[config.mk]
export PLATFORM = sky130hd
export DESIGN_NAME = me_wb_skid_pipe_flat
export DESIGN_NICKNAME = d
export VERILOG_FILES = /design/src/rtl/me_wb_skid_pipe_pkg.sv /design/src/rtl/me_wb_skid_pipe_if.sv /design/src/rtl/me_wb_skid_pipe_slot.sv /design/src/rtl/me_wb_skid_pipe.sv /design/src/flat_wrapper.sv
export SDC_FILE = /design/constraint.sdc
export NUM_CORES = 1
export LEC_CHECK = 0
export ABC_CLOCK_PERIOD_IN_PS = 4390
export CORE_MARGIN = 5
export CORE_UTILIZATION = 52
export DETAILED_ROUTE_END_ITERATION = 7
export MAX_ROUTING_LAYER = met4
export PLACE_DENSITY = 0.89
export SLEW_MARGIN = 20
export SYNTH_ARGS = -nofsm -noshare
export SYNTH_HDL_FRONTEND = slang
export SYNTH_SLANG_ARGS = --single-unit
[constraint.sdc]
create_clock -name clk -period 4.39 [get_ports clk]
set_input_delay 0.6585 -clock clk [delete_from_list [all_inputs] [get_ports clk]]
set_output_delay 0.6585 -clock clk [all_outputs]
set_load 0.005 [all_outputs]
[src/rtl/me_wb_skid_pipe_pkg.sv]
// Shared constants and types for the MEM->WB skid pipeline register.
package me_wb_skid_pipe_pkg;

    // Default geometry: one writeback lane, 32 registers of 32 bits.
    localparam int WB_LANES   = 1;
    localparam int DEF_ADDR_W = 5;
    localparam int DEF_DATA_W = 32;

    // Value driven on a write enable that must not write.
    localparam logic WRITE_DISABLE = 1'b0;

    // Occupancy of the stage, encoded as {main_v, skid_v}.
    typedef enum logic [1:0] {
        OCC_EMPTY = 2'b00,
        OCC_ONE   = 2'b10,
        OCC_FULL  = 2'b11
    } occ_e;

endpackage

[src/rtl/me_wb_skid_pipe_if.sv]
// MEM->WB bus bundle: input handshake, WB handshake, forwarding lookup and flush.
interface me_wb_skid_pipe_if
    import me_wb_skid_pipe_pkg::*;
#(
    parameter int LANES  = WB_LANES,
    parameter int ADDR_W = DEF_ADDR_W,
    parameter int DATA_W = DEF_DATA_W
);
    logic                      flush;
    logic                      in_valid;
    logic                      in_ready;
    logic [LANES-1:0]          in_w_en;
    logic [LANES*ADDR_W-1:0]   in_w_addr;
    logic [LANES*DATA_W-1:0]   in_w_data;
    logic                      out_valid;
    logic                      out_ready;
    logic [LANES-1:0]          wb_w_en;
    logic [LANES*ADDR_W-1:0]   wb_w_addr;
    logic [LANES*DATA_W-1:0]   wb_w_data;
    logic [ADDR_W-1:0]         fwd_addr;
    logic                      fwd_hit;
    logic [DATA_W-1:0]         fwd_data;

    // Pipeline-register side.
    modport slave (
        input  flush, in_valid, in_w_en, in_w_addr, in_w_data, out_ready, fwd_addr,
        output in_ready, out_valid, wb_w_en, wb_w_addr, wb_w_data, fwd_hit, fwd_data
    );

    // MEM / WB / hazard-unit side.
    modport master (
        output flush, in_valid, in_w_en, in_w_addr, in_w_data, out_ready, fwd_addr,
        input  in_ready, out_valid, wb_w_en, wb_w_addr, wb_w_data, fwd_hit, fwd_data
    );
endinterface

[src/rtl/me_wb_skid_pipe_slot.sv]
// One writeback stage slot: valid bit plus LANES x {en, addr, data}.
// Lanes targeting r0 are stored with their write enable cleared.
module me_wb_skid_pipe_slot
    import me_wb_skid_pipe_pkg::*;
#(
    parameter int LANES  = WB_LANES,
    parameter int ADDR_W = DEF_ADDR_W,
    parameter int DATA_W = DEF_DATA_W
) (
    input  logic                    clk,
    input  logic                    rst,
    input  logic                    clear,
    input  logic                    load,
    input  logic [LANES-1:0]        ld_en,
    input  logic [LANES*ADDR_W-1:0] ld_addr,
    input  logic [LANES*DATA_W-1:0] ld_data,
    output logic                    valid,
    output logic [LANES-1:0]        w_en,
    output logic [LANES*ADDR_W-1:0] w_addr,
    output logic [LANES*DATA_W-1:0] w_data
);
    logic                    valid_reg;
    logic [LANES-1:0]        en_reg;
    logic [LANES*ADDR_W-1:0] addr_reg;
    logic [LANES*DATA_W-1:0] data_reg;
    logic [LANES-1:0]        gated_en;

    // r0 is hardwired zero, so a write to it is turned into a no-op here.
    generate
        for (genvar gi = 0; gi < LANES; gi++) begin : g_gate
            assign gated_en[gi] = ld_en[gi] & (ld_addr[gi*ADDR_W +: ADDR_W] != '0);
        end
    endgenerate

    // Slot register: clear wins over load so flush never lets an entry through.
    always_ff @(posedge clk) begin
        if (rst || clear) begin
            valid_reg <= 1'b0;
            en_reg    <= {LANES{WRITE_DISABLE}};
            addr_reg  <= '0;
            data_reg  <= '0;
        end else if (load) begin
            valid_reg <= 1'b1;
            en_reg    <= gated_en;
            addr_reg  <= ld_addr;
            data_reg  <= ld_data;
        end
    end

    assign valid  = valid_reg;
    assign w_en   = en_reg;
    assign w_addr = addr_reg;
    assign w_data = data_reg;
endmodule

[src/rtl/me_wb_skid_pipe.sv]
// MEM->WB pipeline register with valid/ready handshake, optional skid slot,
// flush, r0 write suppression and a forwarding lookup over held entries.
module me_wb_skid_pipe
    import me_wb_skid_pipe_pkg::*;
#(
    parameter int LANES   = WB_LANES,
    parameter int ADDR_W  = DEF_ADDR_W,
    parameter int DATA_W  = DEF_DATA_W,
    parameter bit SKID_EN = 1'b1
) (
    input  logic               clk,
    input  logic               rst,
    me_wb_skid_pipe_if.slave   bus
);
    logic                    main_v, skid_v;
    logic [LANES-1:0]        main_en, skid_en;
    logic [LANES*ADDR_W-1:0] main_addr, skid_addr;
    logic [LANES*DATA_W-1:0] main_data, skid_data;

    logic                    main_load, main_clear, main_from_skid;
    logic                    skid_load, skid_clear;
    logic [LANES-1:0]        main_ld_en;
    logic [LANES*ADDR_W-1:0] main_ld_addr;
    logic [LANES*DATA_W-1:0] main_ld_data;

    logic   in_ready_w;
    logic   accept, drain;
    occ_e   occ;

    assign accept = bus.in_valid & in_ready_w & ~bus.flush;
    assign drain  = main_v & bus.out_ready;
    assign occ    = occ_e'({main_v, skid_v});

    // Main slot refills either from the skid slot (older) or from the MEM input.
    assign main_ld_en   = main_from_skid ? skid_en   : bus.in_w_en;
    assign main_ld_addr = main_from_skid ? skid_addr : bus.in_w_addr;
    assign main_ld_data = main_from_skid ? skid_data : bus.in_w_data;

    // Slot load/clear decisions from occupancy and this cycle's handshakes.
    always_comb begin
        main_load      = 1'b0;
        main_clear     = 1'b0;
        main_from_skid = 1'b0;
        skid_load      = 1'b0;
        skid_clear     = 1'b0;
        if (bus.flush) begin
            main_clear = 1'b1;
            skid_clear = 1'b1;
        end else if (SKID_EN) begin
            case (occ)
                OCC_EMPTY: main_load = accept;
                OCC_ONE: begin
                    if (drain) begin
                        main_load  = accept;
                        main_clear = ~accept;
                    end else begin
                        skid_load  = accept;
                    end
                end
                OCC_FULL: begin
                    if (drain) begin
                        main_load      = 1'b1;
                        main_from_skid = 1'b1;
                        skid_load      = accept;
                        skid_clear     = ~accept;
                    end
                end
                default: begin
                    // Skid without main cannot arise; recover to empty.
                    main_clear = 1'b1;
                    skid_clear = 1'b1;
                end
            endcase
        end else begin
            main_load  = accept;
            main_clear = drain & ~accept;
        end
    end

    me_wb_skid_pipe_slot #(
        .LANES (LANES),
        .ADDR_W(ADDR_W),
        .DATA_W(DATA_W)
    ) u_main (
        .clk    (clk),
        .rst    (rst),
        .clear  (main_clear),
        .load   (main_load),
        .ld_en  (main_ld_en),
        .ld_addr(main_ld_addr),
        .ld_data(main_ld_data),
        .valid  (main_v),
        .w_en   (main_en),
        .w_addr (main_addr),
        .w_data (main_data)
    );

    generate
        if (SKID_EN) begin : g_skid
            me_wb_skid_pipe_slot #(
                .LANES (LANES),
                .ADDR_W(ADDR_W),
                .DATA_W(DATA_W)
            ) u_skid (
                .clk    (clk),
                .rst    (rst),
                .clear  (skid_clear),
                .load   (skid_load),
                .ld_en  (bus.in_w_en),
                .ld_addr(bus.in_w_addr),
                .ld_data(bus.in_w_data),
                .valid  (skid_v),
                .w_en   (skid_en),
                .w_addr (skid_addr),
                .w_data (skid_data)
            );
            // Ready depends only on registered state, breaking the out_ready path.
            assign in_ready_w = ~skid_v;
        end else begin : g_no_skid
            assign skid_v     = 1'b0;
            assign skid_en    = '0;
            assign skid_addr  = '0;
            assign skid_data  = '0;
            assign in_ready_w = ~main_v | bus.out_ready;
        end
    endgenerate

    // Per-lane forwarding matches for both held entries.
    logic [LANES-1:0] main_match, skid_match;
    generate
        for (genvar gi = 0; gi < LANES; gi++) begin : g_fwd
            assign main_match[gi] = main_v & main_en[gi] &
                                    (main_addr[gi*ADDR_W +: ADDR_W] == bus.fwd_addr);
            assign skid_match[gi] = skid_v & skid_en[gi] &
                                    (skid_addr[gi*ADDR_W +: ADDR_W] == bus.fwd_addr);
        end
    endgenerate

    // Youngest write wins: later lanes override earlier, skid overrides main.
    always_comb begin
        bus.fwd_hit  = 1'b0;
        bus.fwd_data = '0;
        for (int i = 0; i < LANES; i++) begin
            if (main_match[i]) begin
                bus.fwd_hit  = 1'b1;
                bus.fwd_data = main_data[i*DATA_W +: DATA_W];
            end
        end
        for (int i = 0; i < LANES; i++) begin
            if (skid_match[i]) begin
                bus.fwd_hit  = 1'b1;
                bus.fwd_data = skid_data[i*DATA_W +: DATA_W];
            end
        end
        if (bus.fwd_addr == '0) begin
            bus.fwd_hit  = 1'b0;
            bus.fwd_data = '0;
        end
    end

    assign bus.in_ready  = in_ready_w;
    assign bus.out_valid = main_v;
    assign bus.wb_w_en   = main_v ? main_en   : {LANES{WRITE_DISABLE}};
    assign bus.wb_w_addr = main_v ? main_addr : '0;
    assign bus.wb_w_data = main_v ? main_data : '0;
endmodule

[src/flat_wrapper.sv]
// flat-port wrapper written by rule: the top's interface ports become plain ports
module me_wb_skid_pipe_flat import me_wb_skid_pipe_pkg::*;
#(
    parameter int LANES   = WB_LANES,
    parameter int ADDR_W  = DEF_ADDR_W,
    parameter int DATA_W  = DEF_DATA_W,
    parameter bit SKID_EN = 1'b1
)
  (clk, rst, bus_flush, bus_in_valid, bus_in_w_en, bus_in_w_addr, bus_in_w_data, bus_out_ready, bus_fwd_addr, bus_in_ready, bus_out_valid, bus_wb_w_en, bus_wb_w_addr, bus_wb_w_data, bus_fwd_hit, bus_fwd_data);
  me_wb_skid_pipe_if #(.LANES(LANES), .ADDR_W(ADDR_W), .DATA_W(DATA_W)) bus_i ();
  input  logic clk;
  input  logic rst;
  input wire logic [$bits(bus_i.flush)-1:0] bus_flush;
  input wire logic [$bits(bus_i.in_valid)-1:0] bus_in_valid;
  input wire logic [$bits(bus_i.in_w_en)-1:0] bus_in_w_en;
  input wire logic [$bits(bus_i.in_w_addr)-1:0] bus_in_w_addr;
  input wire logic [$bits(bus_i.in_w_data)-1:0] bus_in_w_data;
  input wire logic [$bits(bus_i.out_ready)-1:0] bus_out_ready;
  input wire logic [$bits(bus_i.fwd_addr)-1:0] bus_fwd_addr;
  output wire logic [$bits(bus_i.in_ready)-1:0] bus_in_ready;
  output wire logic [$bits(bus_i.out_valid)-1:0] bus_out_valid;
  output wire logic [$bits(bus_i.wb_w_en)-1:0] bus_wb_w_en;
  output wire logic [$bits(bus_i.wb_w_addr)-1:0] bus_wb_w_addr;
  output wire logic [$bits(bus_i.wb_w_data)-1:0] bus_wb_w_data;
  output wire logic [$bits(bus_i.fwd_hit)-1:0] bus_fwd_hit;
  output wire logic [$bits(bus_i.fwd_data)-1:0] bus_fwd_data;
  assign bus_i.flush = bus_flush;
  assign bus_i.in_valid = bus_in_valid;
  assign bus_i.in_w_en = bus_in_w_en;
  assign bus_i.in_w_addr = bus_in_w_addr;
  assign bus_i.in_w_data = bus_in_w_data;
  assign bus_i.out_ready = bus_out_ready;
  assign bus_i.fwd_addr = bus_fwd_addr;
  assign bus_in_ready = bus_i.in_ready;
  assign bus_out_valid = bus_i.out_valid;
  assign bus_wb_w_en = bus_i.wb_w_en;
  assign bus_wb_w_addr = bus_i.wb_w_addr;
  assign bus_wb_w_data = bus_i.wb_w_data;
  assign bus_fwd_hit = bus_i.fwd_hit;
  assign bus_fwd_data = bus_i.fwd_data;
  me_wb_skid_pipe #(.LANES(LANES), .ADDR_W(ADDR_W), .DATA_W(DATA_W), .SKID_EN(SKID_EN)) u_core (.clk(clk), .rst(rst), .bus(bus_i));
endmodule
==> metrics.cfg, run 1 <==
[status]
status = finished clean

[layout]
multi_input_area_sq_mm = 0.00257
final_layout_size_suffix_gt1_share_pct = 7.78
area_growth_pct = 31.6
fill_cells = 641
register_area_sq_mm = 0.00156
post-route-util_pct = 70.4
diodes = 0
nets = 690
fin_area_sq_mm = 0.00579

[routing]
m1WireLength_um = 5810
drc = 0
via_per_inst = 6.18
ant_nets = 0
vias = 4622
drt-initial-drc-count = 335
wire_per_inst_um = 19.0
wl_met2_um = 6850
met3_wirelength_um = 1270
highest_layer = met4
routed_wl_um = 14200
drt_pass1_iterations = 5

[synth]
ys_seq_elements = 78
avgSynthCellArea_sq_um = 8.04
seq_area_frac_synth_pct = 35.5
synth.area.top_cells = dfxtp_1 (36%), a211oi_1 (10%), a21oi_1 (8.9%)
netlist_area_sq_mm = 0.00440
synth-edff-count = 0
synth_top_area_cell = dfxtp_1
synth_ff_type = dfxtp_1
async_reset_ff_share_pct = 0
ys_warn_count = 0
synthCells = 547
synth_cell_types = 33
syn_nets = 599
synth_top_area_share_pct = 35.5

[global_route]
antenna_found_initial = 0
gr-usage-all-layers_pct = 28.0
grt_first_pass_wirelength_um = 22500
grt.overflow.total = 0
grt_max_degree = 48
grt_pass1_vias = 4626

[floorplanning]
die_h_um = 102
start_util_pct = 53.5
die_x_um = 102
pin_count = 121
num_rows = 33
core-area_sq_mm = 0.00822
die_area_sq_mm = 0.0104

[power_and_ir_drop]
power_uw = 1380
p_leak_uw = 0.00200
ir_worst_vdd_uv = 177
power.density_mw_per_mm2 = 238

[clock_network]
insertion_delay_ns = 0.35
clockBufferDepth = 2
hold_buffers = 0
clk_pin_slew_ns = 0.08
ctsResizeCount = 0
cts_max_level = 3
cts_inserted_buffers = 9
post_cts.repair.setup_buffers = 0
clock_sinks = 78
cts-root-buf = clkbuf_8
cts_tree = done

[sta]
slew_headroom_pct = 31.2
finalSetupTns_ns = 0
finalClockSkew_ns = 0.00754
final_hold_viol_count = 0
layout_min_cycle_time_ns = 3.90
fmax_mhz = 256
slew_violations = 0
rsz0062_at_grt = no
fin_crit_sh_pct = 88.9
tightest_slew_ns = 1.03
setup_viol = 0

[worst_setup_path]
cp_slowest_cell = clkdlybuf4s50_1
crit_path_end_kind = output pin
worstPathArrival_ns = 3.24
path_common_cell = clkdlybuf4s50_1
crit_chain = clkdlybuf4s50_1 -> xnor2_1 -> nand4_1 -> o22a_1 -> buf_4 -> a211oi_1 -> clkdlybuf4s50_1
start_kind = input pin
required_ns = 3.73
cpPeakStageDelay_ns = 0.57
crit_fanout = 19
worstSetupPathType = input pin to output pin

[placement]
globalplace.congestion = 0.945
dp_hpwl_um = 9480
port_buffers = 120
placed_area_sq_mm = 0.00560

[min_path]
hp-class = flop to flop

[run]
cap_viol_max_count = 0

cells by family (layout without fill, tap and decap cells):
kind of cell / Yosys count / count (layout) / synth area share, %
compound gates: 191 / 191 / 27.7
xor+xnor: 10 / 10 / 1.99
fa+ha+maj: 4 / 4 / 1.14
buf+inv: 59 / 155 / 6.54
flops: 78 / 78 / 35.5
mux: 37 / 37 / 8.42
simple gates: 168 / 168 / 18.7
worst max-delay path: cells and delay by family:
kind / cells / cell delay, ns
buf+inv: 3 / 1.38
compound gates: 2 / 0.78
simple gates: 1 / 0.17
xor+xnor: 1 / 0.24
stage by stage:
| step | setup WS [ns] | std cells | hold slack (ns) |
|---|---|---|---|
| after floorplan | 1.95 | 547 | 0.446 |
| after global placement | 0.719 | 732 | 0.456 |
| after detailed placement | 0.532 | 732 | 0.464 |
| after CTS | 0.530 | 748 | 0.475 |
| after global routing | 0.425 | 748 | 0.496 |
| final | 0.488 | 748 | 0.475 |
worst paths after layout:
check | start | end | slack, ns | cells past startpoint
setup / recovery | bus_fwd_addr[1] | bus_fwd_data[2] | 0.49 | 7
hold / removal | u_core.g_skid.u_skid.w_data[17] | u_core.g_skid.u_skid.w_data[17] | 0.48 | 2
setup reg to reg | u_core.u_main.valid | u_core.g_skid.u_skid.w_en | 1.54 | 7
hold reg to reg | u_core.g_skid.u_skid.w_data[17] | u_core.g_skid.u_skid.w_data[17] | 0.48 | 2
cell usage after synthesis (all sizes together) (3+ instances only):
cell type and instances:
or4 3, xnor2 10, a211oi 70, a21oi 78, o21ai 34, mux2i 37, nor2 5, clkbuf 34
and3 3, nand2 77, ha 4, buf 23, nand3 33, and2 39, dfxtp 78
cell usage in the layout (no fill, tap or decap), drive strengths merged:
master           n
inv              2
o21a             2
and4             1
buf             17
nor3             1
or4              3
nor2             5
nor2b            1
and2            39
and3             3
a211o            1
nor3b            1
nor4bb           1
clkinv           3
nand4            2
mux2i           37
clkbuf          11
nand2           77
o211ai           2
a211oi          70
ha               4
a21oi           78
clkdlybuf4s50  120
a2111o           2
o22a             1
nand3           33
clkinvlp         2
dfxtp           78
nand4b           1
o21ai           34
xnor2           10
a21boi           1
layer usage:
layer,global-route usage (%),vias up
li1,-,2150
met1,35.3,2194
met2,44.6,249
met3,5.05,29
met4,10.9,0
met5,-,-
power breakdown:
part	switching [uW]	leakage [uW]	internal (uW)	total, uW
Sequential	7.02	0.000630	716	723
Clock	266	0.0000913	235	501
Combinational	86.1	0.00128	69.8	156
final cells by class:
cell class	count	share of cell area (%)
timing repair buffer	137	23.0
tap	105	2.27
multi-input combinational	410	44.5
inverter	2	0.130
clock buffer	11	2.62
clock inverter	5	0.584
sequential	78	27.0
Power figures use the tool's default switching activity.
==> run 2: changes to the inputs <==
Settings changed: CORE_UTILIZATION 52 to 27, PLACE_DENSITY 0.89 to 0.53.
==> metrics.cfg, run 2 (synthesis results as in run 1) <==
[status]
status = finished clean  ; unchanged

[sta]
final_hold_viol_count = 0  ; unchanged
finalSetupTns_ns = 0  ; unchanged
fmax_mhz = 265  ; was 256 MHz
slew_headroom_pct = 34.8  ; was 31.2%
fin_crit_sh_pct = 86.0  ; was 88.9%
slew_violations = 0  ; unchanged
finalClockSkew_ns = 0.00953  ; was 0.00754 ns
hold_slack_ns = 0.472  ; was 0.475 ns
tightest_slew_ns = 0.978  ; was 1.03 ns
rsz0062_at_grt = no  ; unchanged
layout_min_cycle_time_ns = 3.78  ; was 3.90 ns
setup_viol = 0  ; unchanged

[layout]
diodes = 0  ; unchanged
fin_cells = 857  ; was 748
register_area_sq_mm = 0.00156  ; unchanged
final_layout_size_suffix_gt1_share_pct = 7.80  ; was 7.78%
fill_cells = 1651  ; was 641
final_cell_mix = clkdlybuf4s50_1 (120), a21oi_1 (78), dfxtp_1 (78)  ; unchanged
nets = 688  ; was 690
final_common_cell = clkdlybuf4s50_1  ; unchanged
multi_input_area_sq_mm = 0.00258  ; was 0.00257 sq mm
area_growth_pct = 38.2  ; was 31.6%

[worst_setup_path]
start_kind = input pin  ; unchanged
worstPathArrival_ns = 3.12  ; was 3.24 ns
required_ns = 3.73  ; about the same
crit_path_end_kind = output pin  ; unchanged
timing.rr.start = u_core.u_main.valid  ; unchanged
crit_fanout = 25  ; was 19
worstSetupPathType = input pin to output pin  ; unchanged
critPathLaunch = bus_fwd_addr[0]  ; was bus_fwd_addr[1]

[routing]
drt_pass1_iterations = 5  ; unchanged
vias = 4570  ; was 4622
drt-initial-drc-count = 325  ; was 335
ant_nets = 0  ; unchanged
drc = 0  ; unchanged
routed_wl_um = 16800  ; was 14200 um
via_per_inst = 5.33  ; was 6.18
wire_per_inst_um = 19.6  ; was 19.0 um

[clock_network]
hold_buffers = 0  ; unchanged
post_cts.repair.setup_buffers = 0  ; unchanged
cts_inserted_buffers = 9  ; unchanged
cts-root-buf = clkbuf_16  ; was clkbuf_8
cts_tree = done  ; unchanged
ctsResizeCount = 0  ; unchanged
insertion_delay_ns = 0.34  ; was 0.35 ns
clock_sinks = 78  ; unchanged
clk_pin_slew_ns = 0.06  ; was 0.08 ns
clockBufferDepth = 2  ; unchanged
cts_max_level = 3  ; unchanged

[run]
cap_viol_max_count = 0  ; unchanged

[floorplanning]
num_rows = 46  ; was 33
start_util_pct = 27.6  ; was 53.5%
core-area_sq_mm = 0.0159  ; was 0.00822 sq mm
pin_count = 121  ; unchanged
die_area_sq_mm = 0.0189  ; was 0.0104 sq mm
die_x_um = 138  ; was 102 um
die_h_um = 138  ; was 102 um

[placement]
placed_cells = 841  ; was 732
port_buffers = 120  ; unchanged
globalplace.congestion = 0.834  ; was 0.945
dp_hpwl_um = 10600  ; was 9480 um

[global_route]
grt_pass1_vias = 4636  ; was 4626
grt_max_degree = 48  ; unchanged
gr-usage-all-layers_pct = 18.1  ; was 28.0%
grt.overflow.total = 0  ; unchanged
grt_first_pass_wirelength_um = 26100  ; was 22500 um
antenna_found_initial = 0  ; unchanged

[min_path]
hp-class = flop to flop  ; unchanged
min-delay-start = u_core.g_skid.u_skid.w_data[19]  ; was u_core.g_skid.u_skid.w_data[17]

[power_and_ir_drop]
power.density_mw_per_mm2 = 277  ; was 238 mW/mm^2
power_uw = 1680  ; was 1380 uW
p_leak_uw = 0.00206  ; was 0.00200 uW
ir_worst_vdd_uv = 216  ; was 177 uV

[run 2: cell count changes in the layout (fill, tap and decap cells not counted), sizes merged]
cell,delta
bufinv,+2
buf,-2
clkbuf,-1
clkinvlp,-1
[run 2: metal layers]
metal,global-route usage [%],wire (um),part of all wire [%]
met1,23.5,7470,44
met2,29.5,8040,48
met3,2.70,1120,6.7
met4,4.99,191,1.1
met5,-,0,0
[run 2: where the power goes]
part	total (uW)	switching, uW	internal [uW]
sequential	724	7.42	717
clock	796	299	497
combinational	160	90.2	70.2
[run 2: metrics by stage]
step	area, sq um	util (%)	worst slack (ns)
3_5_place_dp	5760	36.1	0.348
5_1_grt	6080	38.1	0.438
6_report	6080	38.1	0.614
2_1_floorplan	4400	-	1.95
4_1_cts	6080	38.1	0.338
3_3_place_gp	5720	35.9	0.412
[run 2: final timing paths]
path / to / slack, ns / cells past startpoint
min: u_core.g_skid.u_skid.w_data[19] / 0.47 / 2
min reg2reg: u_core.g_skid.u_skid.w_data[19] / 0.47 / 2
max reg2reg: u_core.g_skid.u_skid.w_en / 1.68 / 6
max: bus_fwd_data[30] / 0.61 / 7
[run 2: cell type report]
class,count,area share [%]
multi-input cells,410,42.5
well taps,216,4.45
clock inverters,6,1.42
repair buffers,135,22.1
clock buffers,10,3.77
inverters,2,0.124
flip-flops and latches,78,25.7
[run 2: critical path, cell delays in order]
cell and delay [ns]:
clkdlybuf4s50_1 0.58, xnor2_1 0.17, nand4_1 0.16, o22a_2 0.50, buf_4 0.28, a211oi_1 0.22, clkdlybuf4s50_1 0.55
